`config.mk`:
```
export PLATFORM = sky130hd
export DESIGN_NAME = seq_mult_shift_add
export DESIGN_NICKNAME = d
export VERILOG_FILES = /design/src/rtl/seq_mult_shift_add.sv
export SDC_FILE = /design/constraint.sdc
export NUM_CORES = 1
export LEC_CHECK = 0
export ABC_AREA = 1
export CAP_MARGIN = 20
export CORE_ASPECT_RATIO = 0.6
export CORE_UTILIZATION = 56
export CTS_CLUSTER_DIAMETER = 40
export DETAILED_ROUTE_END_ITERATION = 7
export GPL_TIMING_DRIVEN = 0
export PLACE_DENSITY_LB_ADDON = 0.2
export RECOVER_POWER = 50
export SYNTH_ARGS = -nofsm -noshare
export SYNTH_HDL_FRONTEND = slang
export SYNTH_HIERARCHICAL = 1
export SYNTH_SLANG_ARGS = --single-unit
```
`constraint.sdc`:
```
create_clock -name clk -period 2.13 [get_ports clk]
set_input_delay 0.3195 -clock clk [delete_from_list [all_inputs] [get_ports clk]]
set_output_delay 0.3195 -clock clk [all_outputs]
set_load 0.02 [all_outputs]
```
`src/rtl/seq_mult_shift_add.sv`:
```
// Unsigned sequential shift-and-add multiplier, one partial product per clock.
// Optional MULT_ZERO_BYPASS_EN: zero operands skip RUN and go straight to DONE.
`timescale 1ns/1ps

module xor2 (
    input  logic a,
    input  logic b,
    output logic y
);
    assign y = a ^ b;
endmodule

module and2 (
    input  logic a,
    input  logic b,
    output logic y
);
    assign y = a & b;
endmodule

module or2 (
    input  logic a,
    input  logic b,
    output logic y
);
    assign y = a | b;
endmodule

module seq_mult_shift_add #(
    parameter int WIDTH = 4
) (
    input  logic               clk,
    input  logic               reset,
    input  logic               start,
    input  logic [WIDTH-1:0]   a,
    input  logic [WIDTH-1:0]   b,
    output logic               busy,
    output logic               done,
    output logic [2*WIDTH-1:0] p
);

    localparam int CW = (WIDTH > 2) ? $clog2(WIDTH) : 1;
    localparam logic [CW-1:0] LAST = CW'(WIDTH - 1);

    typedef enum logic [1:0] {
        IDLE = 2'd0,
        RUN  = 2'd1,
        DONE = 2'd2
    } state_t;

    state_t             state;
    logic [WIDTH-1:0]   mcand;
    logic [WIDTH-1:0]   mplier;
    logic [WIDTH-1:0]   acc_hi;
    logic [CW-1:0]      cnt;

    logic [WIDTH-1:0]   addend;
    logic [WIDTH-1:0]   sum;
    logic [WIDTH-1:0]   hs;
    logic [WIDTH-1:0]   gen;
    logic [WIDTH-1:0]   prop;
    logic [WIDTH:0]     carry;
    logic               cout;
    logic [2*WIDTH-1:0] nxt;
    logic               bypass;

    assign addend   = mplier[0] ? mcand : '0;
    assign carry[0] = 1'b0;
    assign cout     = carry[WIDTH];

    // Ripple-carry chain: each bit is a gate-level full adder.
    for (genvar i = 0; i < WIDTH; i++) begin : g_fa
        xor2 u_x0 (.a(acc_hi[i]), .b(addend[i]), .y(hs[i]));
        xor2 u_x1 (.a(hs[i]),     .b(carry[i]),  .y(sum[i]));
        and2 u_a0 (.a(acc_hi[i]), .b(addend[i]), .y(gen[i]));
        and2 u_a1 (.a(hs[i]),     .b(carry[i]),  .y(prop[i]));
        or2  u_o0 (.a(gen[i]),    .b(prop[i]),   .y(carry[i+1]));
    end

    // {cout,sum,mplier} shifted right by one, keeping the carry-out.
    assign nxt = {cout, sum, mplier[WIDTH-1:1]};

`ifdef MULT_ZERO_BYPASS_EN
    assign bypass = (a == '0) || (b == '0);
`else
    assign bypass = 1'b0;
`endif

    always_ff @(posedge clk or posedge reset) begin
        if (reset) begin
            state  <= IDLE;
            mcand  <= '0;
            mplier <= '0;
            acc_hi <= '0;
            cnt    <= '0;
            p      <= '0;
            busy   <= 1'b0;
            done   <= 1'b0;
        end else begin
            unique case (state)
                IDLE, DONE: begin
                    done  <= 1'b0;
                    state <= IDLE;
                    if (start) begin
                        mcand  <= a;
                        mplier <= b;
                        acc_hi <= '0;
                        cnt    <= '0;
                        if (bypass) begin
                            state <= DONE;
                            done  <= 1'b1;
                            p     <= '0;
                        end else begin
                            state <= RUN;
                            busy  <= 1'b1;
                        end
                    end
                end
                RUN: begin
                    acc_hi <= nxt[2*WIDTH-1:WIDTH];
                    mplier <= nxt[WIDTH-1:0];
                    cnt    <= cnt + 1'b1;
                    if (cnt == LAST) begin
                        state <= DONE;
                        busy  <= 1'b0;
                        done  <= 1'b1;
                        p     <= nxt;
                    end
                end
                default: begin
                    state <= IDLE;
                    busy  <= 1'b0;
                    done  <= 1'b0;
                end
            endcase
        end
    end

endmodule

```
# Yosys cells after proc, flatten, opt, wreduce, memory -nomap -nowiden
# Index checks and enable logic that the tools add are counted.
# totals
register_bits	26
wordCells	53
in_bits	11
# op_classes
n_mux	15
add_sub_neg	1
n_bitwise	17
eq_ne	5
n_reduce_logical	7
# op_table
cell	count
$pmux W4 S2	2
$mux W4	3
$pmux W2 S2	2
$reduce_and A2 Y1	4
$and A1 B1 Y1	7
$xor A1 B1 Y1	7
$mux W1	5
$eq A2 B2 Y1 const B	2
$mux W2	2
$ne A2 B2 Y1 const B	2
$or A1 B1 Y1	3
$add A2 B1 Y2 const B	1
$eq A2 B1 Y1 const B	1
$logic_not A2 Y1	1
$pmux W1 S2	1
$reduce_bool A2 Y1	1
$reduce_or A2 Y1	1

# Longest topological paths before layout
# depth
word_depth	9
depth_mapped	23
depth_no_buf	23

# Modules after synthesis
# Netlist, hierarchy kept.
# modules_own_cells
module	seq_area_each_um2	instances	area_per_inst_um2	cells_per_inst
seq_mult_shift_add	625.6	1	1086.0	127
xor2	0.0	8	18.8	5
and2	0.0	8	7.5	2
or2	0.0	4	11.3	3

# Worst setup path after synthesis
# OpenSTA, ideal clock, no wires.
# synth_timing
path_kind	register -> register
startpoint	reg mplier[0]
endpoint	reg acc_hi[3]
arrival_ps	1302
period_less_slack_ps	1419
setup_slack_ps	711
stages_incl_launch_ff	21
cell_sequence	dfrtp_1 > nand2_1 > inv_1 > nand2_1 > inv_1 > inv_1 > nand2_1 > nand2_1 > inv_1 > inv_1 > nand2_1 > nand2_1 > inv_1 > inv_1 > nand2_1 > nand2_1 > inv_1 > inv_1 > nand2_1 > nand2_1 > nand2_1
# synth_between
elab_chain_len	9
elab_cells_between_ends	15
cone_classes	2 x mux; 13 x bitwise
# synth_lines
element	line_no	text
from (decl)	53	logic [WIDTH-1:0] mplier;
from (signal assigned)	121	mplier <= nxt[WIDTH-1:0];
$mux W4	67	assign addend = mplier[0] ? mcand : '0;
named net addend[0]	57	logic [WIDTH-1:0] addend;
$and A1 B1 Y1	18	assign y = a & b;
named net gen[0]	60	logic [WIDTH-1:0] gen;
$and A1 B1 Y1	18	
named net prop[1]	61	logic [WIDTH-1:0] prop;
$or A1 B1 Y1	26	assign y = a | b;
named net carry[2]	62	logic [WIDTH:0] carry;
$and A1 B1 Y1	18	
named net prop[2]	61	
$or A1 B1 Y1	26	
named net carry[3]	62	
$and A1 B1 Y1	18	
named net prop[3]	61	
$or A1 B1 Y1	26	
named net carry[4]	62	
$pmux W4 S2	100	unique case (state)
to (signal assigned)	120	acc_hi <= nxt[2*WIDTH-1:WIDTH];
to (decl)	54	logic [WIDTH-1:0] acc_hi;
# The timed path passes the listed nets, and every way through them passes these cells.
# A chain may end at the register's enable or synchronous reset.

# Worst setup path after layout
# layout_timing
startpoint	reg state[0]
endpoint	reg p[1]
# layout_between
elab_chain_len	2
# layout_lines
element	line_no	text
from (decl)	51	state_t state;
from (signal assigned)	91	state <= IDLE;
from (signal assigned)	103	state <= IDLE;
from (signal assigned)	110	state <= DONE;
$eq A2 B1 Y1	100	
$reduce_and A2 Y1 (no source line)	n/a	
to (signal assigned)	127	p <= nxt;
to (decl)	39	output logic [2*WIDTH-1:0] p
# No other way between the ends.

==> flow_summary.ini <==
[detailed_routing]
drc = 0
wl_per_cell_um = 11.1
antenna_left = 0
drtIter0Drc = 43
vias = 1177
routed_wl_mm = 2.78
routed_via_density = 4.69
firstDrtPassIters = 4

[floorplan]
core-area_um2 = 2210
die_h_um = 39.9
die_w_um = 65.2
dieArea_um2 = 2600
io_pins = 21
start_util = 0.606
rows = 13

[sta]
finalMaxSlewViolations = 0
finalHoldViolCount = 0
post-route-min-period_ns = 1.82
fin_skew_ns = 0.00561
fmax_ghz = 0.548
tightest_slew_ns = 0.920
slew_headroom = 0.386
fin_ws_ns = 0.307
setup_tns_ns = 0
rsz0062_at_grt = no
period_share = 0.856
setup_viol = 0

[cells_and_area]
nets = 234
final_cells = 251
layout.cells.most_common = nand2_1
final_cell_mix = nand2_1 (96), inv_1 (48), dfrtp_1 (25)
drive_gt1_frac = 0.0407
area_growth_syn_to_layout_pct = 19.8
fillers = 187
diodes = 0
final_cell_area_um2 = 1610
fin_util = 0.726

[job]
drv_cap = 0

[clocking]
cts-buffers-inserted = 3
clk_latency_ns = 0.27
ctsHoldBuffers = 0
post_cts.repair.setup_buffers = 0
ctsResizeCount = 0
clock_path_buffers = 2
cts_root_buffer = clkbuf_8
cts_tree = built
clk_pin_slew_worst_paths_ns = 0.08
clock-sinks = 25
htreeDepth = 1

[worst_hold_path]
hold_path_class = flop to flop

[critical_path]
path_max_fanout = 10
slowest_stage = nor2_1
crit_path_end_kind = flop
critPathArrivalTime_ns = 2.00
start_kind = flop
critPathKind = flop to flop
ff2ff_setup_slack_ns = 0.31
required_ns = 2.31
crit_chain = inv_1, nor2_1, nand2_4, clkbuf_1, o21ai_0
crit_family = simple AND/OR/NAND/NOR gates
max_stage_delay_ns = 0.50
crit_buf_inv = 2

[global_routing]
grt_pass1_wl_mm = 4.48
antenna_found_initial = 0
grt_pass1_vias = 1088
grt-ovfl-total = 0
track_usage = 0.244
grt_max_degree = 26

[place]
dpl.hpwl_mm = 2.08
dp_cells = 247
port_buffers = 20
dp_slack_ns = 0.472
gp_congestion = 0.907
dpl_cell_area_um2 = 1590

[synthesis]
yosysSeqAreaShare = 0.466
syn_inst = 195
netlist-cell-type-count = 14
syn_area_um2 = 1340
yosysWarnings = 6
ys_seq_elements = 25
avgSynthCellArea_um2 = 6.88

[power]
vdd_drop_max_uv = 982
powerDensity_nw_per_um2 = 1380
leakage_nw = 0.970

[status]
status = finished clean
==> flip-flops by register name (all words and copies together), names as in the netlist <==
name / cells
cnt: 2
acc_hi: 4
mcand: 4
busy: 1
mplier: 4
state: 2
p: 8
==> stage by stage <==
stage | hold WS, ns | power [mW]
2_1_floorplan | 0.347 | 1.61
4_1_cts | 0.480 | 2.26
3_5_place_dp | 0.459 | 1.97
3_3_place_gp | 0.455 | 1.90
6_report | 0.478 | 2.22
5_1_grt | 0.503 | 2.41
==> layer usage <==
layer / global-route usage / part of all wire / vias to the layer above / wire, um
met1: 0.264 / 0.45 / 530 / 1240
met3: 0.0640 / 0.048 / 8 / 134
met5: 0 / 0 / - / 0
li1: - / - / 608 / -
met2: 0.490 / 0.49 / 31 / 1350
met4: 0.0707 / 0.017 / 0 / 47
==> synth_stat cells <==
master / n / area share
o21ai_0: 2 / 0.0075
nor2_1: 1 / 0.0028
nand2_1: 95 / 0.27
buf_6: 1 / 0.0084
dfrtp_1: 25 / 0.47
o21ai_2: 4 / 0.026
ha_1: 1 / 0.0093
nand2_4: 2 / 0.017
a21oi_1: 1 / 0.0037
nand3_1: 12 / 0.045
conb_1: 1 / 0.0028
inv_2: 2 / 0.0056
inv_1: 47 / 0.13
nor2_4: 1 / 0.0084
==> cells by family (layout without fill, tap and decap cells) <==
logic type,after synthesis,count (layout),share of synthesized area
adders and majority gates,1,1,0.00933
buffers and inverters,50,74,0.146
DFF,25,25,0.466
other,1,3,0.00280
and+or+nand+nor,111,111,0.339
AOI/OAI and AO/OA,7,7,0.0373
==> worst min-delay path, delay by kind of cell, from the launching register on <==
| family | cells | cell delay [ns] |
|---|---|---|
| flip-flops | 1 | 0.35 |
| AND/OR/NAND/NOR | 2 | 0.10 |
==> cell type report <==
class | count | area (um^2) | area share
flip-flops and latches | 25 | 626 | 0.389
multi-input cells | 122 | 509 | 0.317
repair buffers | 20 | 200 | 0.125
inverters | 49 | 184 | 0.114
clock buffers | 3 | 41.3 | 0.0257
well taps | 30 | 37.5 | 0.0234
clock inverters | 1 | 5.00 | 0.00312
plain buffers | 1 | 3.75 | 0.00234
==> worst paths after layout <==
kind,end,cells past startpoint,start
max,p[1],5,state[0]
min,mcand[3],2,mcand[3]
max reg2reg,p[1],5,state[0]
min reg2reg,mcand[3],2,mcand[3]
max in group asynchronous,mplier[2],2,reset
min in group asynchronous,mcand[0],2,reset
==> where the power goes <==
group | switching (mW) | internal, mW
Combinational | 0.720 | 0.407
Sequential | 0.141 | 0.677
Clock | 0.143 | 0.131
(Power assumes the default switching activity.)
